File: config.mk
export PLATFORM = sky130hd
export DESIGN_NAME = imem_loader_flat
export DESIGN_NICKNAME = d
export VERILOG_FILES = /design/src/rtl/imem_loader_pkg.sv /design/src/rtl/imem_loader_if.sv /design/src/rtl/imem_loader_byte_packer.sv /design/src/rtl/imem_loader.sv /design/src/flat_wrapper.sv
export SDC_FILE = /design/constraint.sdc
export NUM_CORES = 1
export LEC_CHECK = 0
export CAP_MARGIN = 0
export CORE_UTILIZATION = 35
export DETAILED_ROUTE_END_ITERATION = 10
export GPL_TIMING_DRIVEN = 0
export PLACE_DENSITY = 0.62
export REMOVE_ABC_BUFFERS = 1
export SYNTH_ARGS = -nofsm -noshare
export SYNTH_HDL_FRONTEND = slang
export SYNTH_SLANG_ARGS = --single-unit
File: constraint.sdc
create_clock -name clk -period 3.6 [get_ports clk]
set_clock_uncertainty 0.05 [all_clocks]
set_input_delay 0.54 -clock clk [delete_from_list [all_inputs] [get_ports clk]]
set_output_delay 0.54 -clock clk [all_outputs]
set_load 0.05 [all_outputs]
File: src/rtl/imem_loader_pkg.sv
// Shared types and constants for the instruction-memory loader.
package loader_pkg;

  typedef enum logic [1:0] {
    HEADER  = 2'd0,
    PAYLOAD = 2'd1,
    RUN     = 2'd2,
    ERROR   = 2'd3
  } state_e;

  localparam int unsigned BYTES_PER_WORD = 4;
  localparam int unsigned INSTR_W        = 32;
  localparam int unsigned BYTE_W         = 8;
  localparam int unsigned LANE_W         = $clog2(BYTES_PER_WORD);

endpackage

File: src/rtl/imem_loader_if.sv
// Loader bus bundle: byte stream in, memory write port out, processor control.
interface imem_loader_if
  import loader_pkg::*;
#(
  parameter int unsigned ADDR_W = 10
);

  logic               in_valid;
  logic [BYTE_W-1:0]  in_data;
  logic               in_ready;
  logic               mem_we;
  logic [ADDR_W-1:0]  mem_addr;
  logic [INSTR_W-1:0] mem_wdata;
  logic               cpu_reset;
  logic               cpu_halt;
  logic               load_done;
  logic               load_err;
  logic [ADDR_W:0]    words_loaded;

  // System side: byte source, memory and processor.
  modport master (
    output in_valid, in_data, cpu_halt,
    input  in_ready, mem_we, mem_addr, mem_wdata,
    input  cpu_reset, load_done, load_err, words_loaded
  );

  // Loader side.
  modport slave (
    input  in_valid, in_data, cpu_halt,
    output in_ready, mem_we, mem_addr, mem_wdata,
    output cpu_reset, load_done, load_err, words_loaded
  );

endinterface

File: src/rtl/imem_loader_byte_packer.sv
// Packs big-endian bytes into 32-bit words; word_done flags the 4th byte combinationally.
module byte_packer
  import loader_pkg::*;
(
  input  logic               clk,
  input  logic               reset,
  input  logic               byte_en,
  input  logic [BYTE_W-1:0]  byte_in,
  input  logic               clear,
  output logic [INSTR_W-1:0] word_out,
  output logic               word_done
);

  logic [LANE_W-1:0]  r_lane;
  logic [INSTR_W-1:0] r_shift;

  // Word including the byte presented this cycle, so the top can register it on the same edge.
  assign word_out  = (r_shift << BYTE_W) | INSTR_W'(byte_in);
  assign word_done = byte_en && (r_lane == LANE_W'(BYTES_PER_WORD - 1));

  // Lane counter and shift register; clear wins so partial words never cross a state change.
  always_ff @(posedge clk or posedge reset) begin
    if (reset) begin
      r_lane  <= '0;
      r_shift <= '0;
    end else if (clear) begin
      r_lane  <= '0;
      r_shift <= '0;
    end else if (byte_en) begin
      r_lane  <= r_lane + LANE_W'(1);
      r_shift <= word_out;
    end
  end

endmodule

File: src/rtl/imem_loader.sv
// Program loader: parses word-count header, writes instructions, gates processor reset.
module imem_loader
  import loader_pkg::*;
#(
  parameter int unsigned ADDR_W = 10
) (
  input  logic          clk,
  input  logic          reset,
  imem_loader_if.slave  bus
);

  localparam int unsigned CNT_W = ADDR_W + 1;
  localparam int unsigned DEPTH = 1 << ADDR_W;

  state_e             r_state;
  logic [CNT_W-1:0]   r_words;
  logic [CNT_W-1:0]   r_count;
  logic               r_mem_we;
  logic [ADDR_W-1:0]  r_mem_addr;
  logic [INSTR_W-1:0] r_mem_wdata;
  logic               r_cpu_reset;
  logic               r_load_done;
  logic               r_load_err;

  logic               w_in_ready;
  logic               w_accept;
  logic [INSTR_W-1:0] w_word;
  logic               w_word_done;
  logic               w_hdr_done;
  logic               w_hdr_over;
  logic [CNT_W-1:0]   w_words_inc;
  logic               w_last_word;
  logic               w_halt;
  logic               w_clear;

  // Ready depends on state only; held low while reset is asserted.
  assign w_in_ready  = ((r_state == HEADER) || (r_state == PAYLOAD)) && !reset;
  assign w_accept    = bus.in_valid && w_in_ready;

  assign w_hdr_done  = (r_state == HEADER) && w_word_done;
  assign w_hdr_over  = w_word > INSTR_W'(DEPTH);
  assign w_words_inc = r_words + CNT_W'(1);
  assign w_last_word = (r_state == PAYLOAD) && w_word_done && (w_words_inc == r_count);
  assign w_halt      = (r_state == RUN) && bus.cpu_halt;
  assign w_clear     = w_hdr_done || w_last_word || w_halt;

  byte_packer u_packer (
    .clk       (clk),
    .reset     (reset),
    .byte_en   (w_accept),
    .byte_in   (bus.in_data),
    .clear     (w_clear),
    .word_out  (w_word),
    .word_done (w_word_done)
  );

  // Load FSM with registered memory-write and processor-control outputs.
  always_ff @(posedge clk or posedge reset) begin
    if (reset) begin
      r_state     <= HEADER;
      r_words     <= '0;
      r_count     <= '0;
      r_mem_we    <= 1'b0;
      r_mem_addr  <= '0;
      r_mem_wdata <= '0;
      r_cpu_reset <= 1'b1;
      r_load_done <= 1'b0;
      r_load_err  <= 1'b0;
    end else begin
      r_mem_we <= 1'b0;
      case (r_state)
        HEADER: begin
          if (w_word_done) begin
            r_words <= '0;
            r_count <= w_word[CNT_W-1:0];
            if (w_hdr_over) begin
              r_state    <= ERROR;
              r_load_err <= 1'b1;
            end else if (w_word == '0) begin
              r_state     <= RUN;
              r_cpu_reset <= 1'b0;
              r_load_done <= 1'b1;
            end else begin
              r_state <= PAYLOAD;
            end
          end
        end
        PAYLOAD: begin
          if (w_word_done) begin
            r_mem_we    <= 1'b1;
            r_mem_addr  <= r_words[ADDR_W-1:0];
            r_mem_wdata <= w_word;
            r_words     <= w_words_inc;
            // Processor leaves reset together with the final write.
            if (w_words_inc == r_count) begin
              r_state     <= RUN;
              r_cpu_reset <= 1'b0;
              r_load_done <= 1'b1;
            end
          end
        end
        RUN: begin
          if (bus.cpu_halt) begin
            r_state     <= HEADER;
            r_cpu_reset <= 1'b1;
            r_load_done <= 1'b0;
          end
        end
        ERROR: begin
          r_load_err  <= 1'b1;
          r_cpu_reset <= 1'b1;
        end
        default: r_state <= HEADER;
      endcase
    end
  end

  assign bus.in_ready     = w_in_ready;
  assign bus.mem_we       = r_mem_we;
  assign bus.mem_addr     = r_mem_addr;
  assign bus.mem_wdata    = r_mem_wdata;
  assign bus.cpu_reset    = r_cpu_reset;
  assign bus.load_done    = r_load_done;
  assign bus.load_err     = r_load_err;
  assign bus.words_loaded = r_words;

endmodule
File: src/flat_wrapper.sv
// flat-port wrapper written by rule: the top's interface ports become plain ports
module imem_loader_flat import loader_pkg::*;
#(
  parameter int unsigned ADDR_W = 10
)
  (clk, reset, bus_in_valid, bus_in_data, bus_cpu_halt, bus_in_ready, bus_mem_we, bus_mem_addr, bus_mem_wdata, bus_cpu_reset, bus_load_done, bus_load_err, bus_words_loaded);
  imem_loader_if #(.ADDR_W(ADDR_W)) bus_i ();
  input  logic clk;
  input  logic reset;
  input wire logic [$bits(bus_i.in_valid)-1:0] bus_in_valid;
  input wire logic [$bits(bus_i.in_data)-1:0] bus_in_data;
  input wire logic [$bits(bus_i.cpu_halt)-1:0] bus_cpu_halt;
  output wire logic [$bits(bus_i.in_ready)-1:0] bus_in_ready;
  output wire logic [$bits(bus_i.mem_we)-1:0] bus_mem_we;
  output wire logic [$bits(bus_i.mem_addr)-1:0] bus_mem_addr;
  output wire logic [$bits(bus_i.mem_wdata)-1:0] bus_mem_wdata;
  output wire logic [$bits(bus_i.cpu_reset)-1:0] bus_cpu_reset;
  output wire logic [$bits(bus_i.load_done)-1:0] bus_load_done;
  output wire logic [$bits(bus_i.load_err)-1:0] bus_load_err;
  output wire logic [$bits(bus_i.words_loaded)-1:0] bus_words_loaded;
  assign bus_i.in_valid = bus_in_valid;
  assign bus_i.in_data = bus_in_data;
  assign bus_i.cpu_halt = bus_cpu_halt;
  assign bus_in_ready = bus_i.in_ready;
  assign bus_mem_we = bus_i.mem_we;
  assign bus_mem_addr = bus_i.mem_addr;
  assign bus_mem_wdata = bus_i.mem_wdata;
  assign bus_cpu_reset = bus_i.cpu_reset;
  assign bus_load_done = bus_i.load_done;
  assign bus_load_err = bus_i.load_err;
  assign bus_words_loaded = bus_i.words_loaded;
  imem_loader #(.ADDR_W(ADDR_W)) u_core (.clk(clk), .reset(reset), .bus(bus_i));
endmodule
==> results.toml <==
[timing]
fin_ws_ns = 0.192
fmax_mhz = 293
final_hold_viol_count = 0
rsz0062_at_grt = "false"
timing.slew.headroom_pct = 31.4
period_share_pct = 94.7
fin_setup_tns_ns = 0
finalSetupViolCount = 0
drv_slew = 0
fin_crit_ns = 3.41
worst_pin_slew_ns = 1.03

[logic_synthesis]
yosysWarnings = 0
ys_seq_area_share_pct = 54.5
yosys.area.top_type = "dfrtp_1"
synthCells = 487
synth_top_area_share_pct = 53.9
synth_area_leaders = "dfrtp_1, nand2_1, a21oi_1"
synth_top_flop_cell = "dfrtp_1"
async_flop_share_pct = 100
syn_area_um2 = 4410
synth_edf_count = 0
ys_ff_latch = 96
yosysUniqueCellTypes = 40
syn_avg_cell_area_um2 = 9.06

[floorplanning]
die_y_um = 114
start_util_pct = 36.3
die_area_um2 = 13100
num_rows = 40
pin_count = 70
core_area_um2 = 12200
die_w_um = 114

[power]
p_leak_nw = 2.53
p_per_area_nw_per_um2 = 703
ir_drop_v = 0.000347

[drt]
first_pass_iters = 4
vias_per_cell = 5.06
drt-total-wl_um = 10400
drc = 0
vias = 3616
wl_per_cell_um = 14.5
dr.first_iter.drc_count = 190
detail-route-antenna-nets = 0

[cts]
clkLatencyLatePin_ns = 0.35
htree_levels = 3
cts_tree = "built"
cts_buffers = 9
cts.reportedPaths.clkPinSlew_ns = 0.07
clockBufferDepth = 2
cts_root_buf = "clkbuf_16"
hold_buffers = 0
cts.sinks = 96

[job]
cap_violations = 0

[global_route]
gr-total-overflow = 0
grt_pass1_vias = 3624
antenna_found_initial = 0
track_usage_pct = 17.1
grt_max_degree = 51
grt_first_pass_wirelength_um = 17500

[placement]
dp_hpwl_um = 6890
gp_congestion = 0.851
portBuffers = 69
dpl_cell_area_um2 = 5250
post-place-ws_ns = -0.207

[critical_path]
critPathMaxFanout = 19
crit_path_start_kind = "register"
arrival_ns = 2.82
crit_required_ns = 3.01
cp_slowest_cell = "clkdlybuf4s50_1"
worst-setup-path-type = "register to primary output"
path_delay_family = "buffers and inverters"
cp_cell_sequence = "inv_1, ha_2, nor2_1, nor2_2, buf_8, clkdlybuf4s50_1"
crit_path_end_kind = "primary output"
path_buf_inv = 3
slowest_delay_ns = 0.83

[hold_path]
hold_path_class = "register to register"

[outcome]
outcome = "finished clean"

[finish]
nets = 559
fin_util_pct = 45.6
drive_above_1_share_pct = 7.51
areaGrowthSynthToFinish_pct = 25.6
final_cell_area_um2 = 5540
antenna_cells = 0
[cell usage after synthesis (2+ instances only)]
master     number
nand3_1        32
nor4_1          7
nand2_1       169
buf_2           5
o31ai_1         6
a2bb2oi_1       2
and2_1          4
buf_1           2
xnor2_1         7
nand4_1         7
and3b_1         2
nor3_1          5
inv_1           5
nor2b_1         4
nor2_1         17
ha_1            6
or4_1           2
clkbuf_1       19
o21ai_0        19
or4_4           2
and4_1          2
mux2_2         12
dfrtp_1        95
and3_1          2
buf_6           2
a21oi_1        33
xor2_1          6
[metrics by stage]
stage          hold slack (ns)  std cells  total power, mW
6_report                 0.422        714             3.90
5_1_grt                  0.441        714             4.11
3_5_place_dp             0.412        698             3.01
4_1_cts                  0.428        714             3.93
2_1_floorplan            0.411        458             2.47
3_3_place_gp             0.409        695             2.98
[cell usage in the layout, fill, tap and decap left out, types with 4 or more instances in the layout]
| cell | n |
|---|---|
| o21ai_0 | 19 |
| nand4_1 | 7 |
| clkbuf_16 | 9 |
| mux2_2 | 12 |
| dfrtp_1 | 95 |
| nor4_1 | 7 |
| xor2_1 | 6 |
| inv_1 | 4 |
| o31ai_1 | 6 |
| xnor2_1 | 7 |
| and2_1 | 4 |
| ha_1 | 5 |
| clkdlybuf4s50_1 | 69 |
| nand3_1 | 32 |
| nand2_1 | 168 |
| nor3_1 | 5 |
| nor2_1 | 16 |
| nor2b_1 | 4 |
| a21oi_1 | 33 |
[repair_timing]
item                                    in CTS  in global routing
buffers inserted                             0                  0
endpoints found under the setup margin      45                  1
gates resized for setup                      2                  1
[state kept, by name, summed over array words and instances, names as in the netlist, 2 cells and up]
name,count
u_core.bus.mem_addr,10
u_core.bus.mem_wdata,32
u_core.bus.words_loaded,11
u_core.r_count,11
u_core.r_state,2
u_core.u_packer.r_lane,2
u_core.u_packer.r_shift,24
[power by group]
part | leakage [nW] | switching, mW | internal [mW]
registers | 1.24 | 0.172 | 1.32
logic | 1.15 | 1.01 | 0.476
clock network | 0.132 | 0.427 | 0.493
[path summary, 6_finish.rpt]
check                           slack (ns)  cells after the start                                start                                 endpoint
worst min-delay path                  0.42                      2  u_core.bus.mem_wdata[2]$_DFFE_PP0P_      u_core.bus.mem_wdata[2]$_DFFE_PP0P_
worst min register to register        0.42                      2  u_core.bus.mem_wdata[2]$_DFFE_PP0P_      u_core.bus.mem_wdata[2]$_DFFE_PP0P_
worst max register to register        0.36                      9        u_core.r_state[1]$_DFFE_PP0P_  u_core.u_packer.r_shift[18]$_DFFE_PP0P_
max in group asynchronous             2.17                      3                                reset         u_core.bus.cpu_reset$_DFFE_PP1P_
worst max-delay path                  0.19                      6        u_core.r_state[1]$_DFFE_PP0P_                             bus_in_ready
min in group asynchronous             0.61                      2                                reset    u_core.u_packer.r_lane[1]$_DFFE_PP0P_
[layer usage]
| metal | GRT usage (%) | vias up | part of all wire, % |
|---|---|---|---|
| met5 | 0 | - | 0 |
| met4 | 5.02 | 0 | 1.2 |
| met3 | 3.97 | 10 | 4.7 |
| met2 | 27.6 | 93 | 47 |
| met1 | 23.1 | 1765 | 47 |
| li1 | - | 1748 | - |
[cells by family after synthesis]
group                    Yosys count  synth area share (%)
adder cells (fa/ha/maj)            6                  1.70
flip-flops                        96                  54.5
buffers and inverters             35                  3.49
multiplexers                      13                  3.29
AO/OA/AOI/OAI                     67                  8.99
AND/OR/NAND/NOR                  257                  25.4
XOR/XNOR                          13                  2.58
[cell type report]
class | count | area, um2
Tap cell | 168 | 210
Clock inverter | 5 | 41.3
Timing Repair Buffer | 72 | 753
Multi-Input combinational cell | 356 | 1860
Sequential cell | 96 | 2400
Clock buffer | 11 | 243
Fill cell | 1205 | 6620
Inverter | 6 | 30.0
[worst min-delay path, cell delays in order, from the launching register on]
cell	delay [ns]
dfrtp_1	0.34
nand2_1	0.05
nand2_1	0.05
Power figures use the tool's default switching activity.
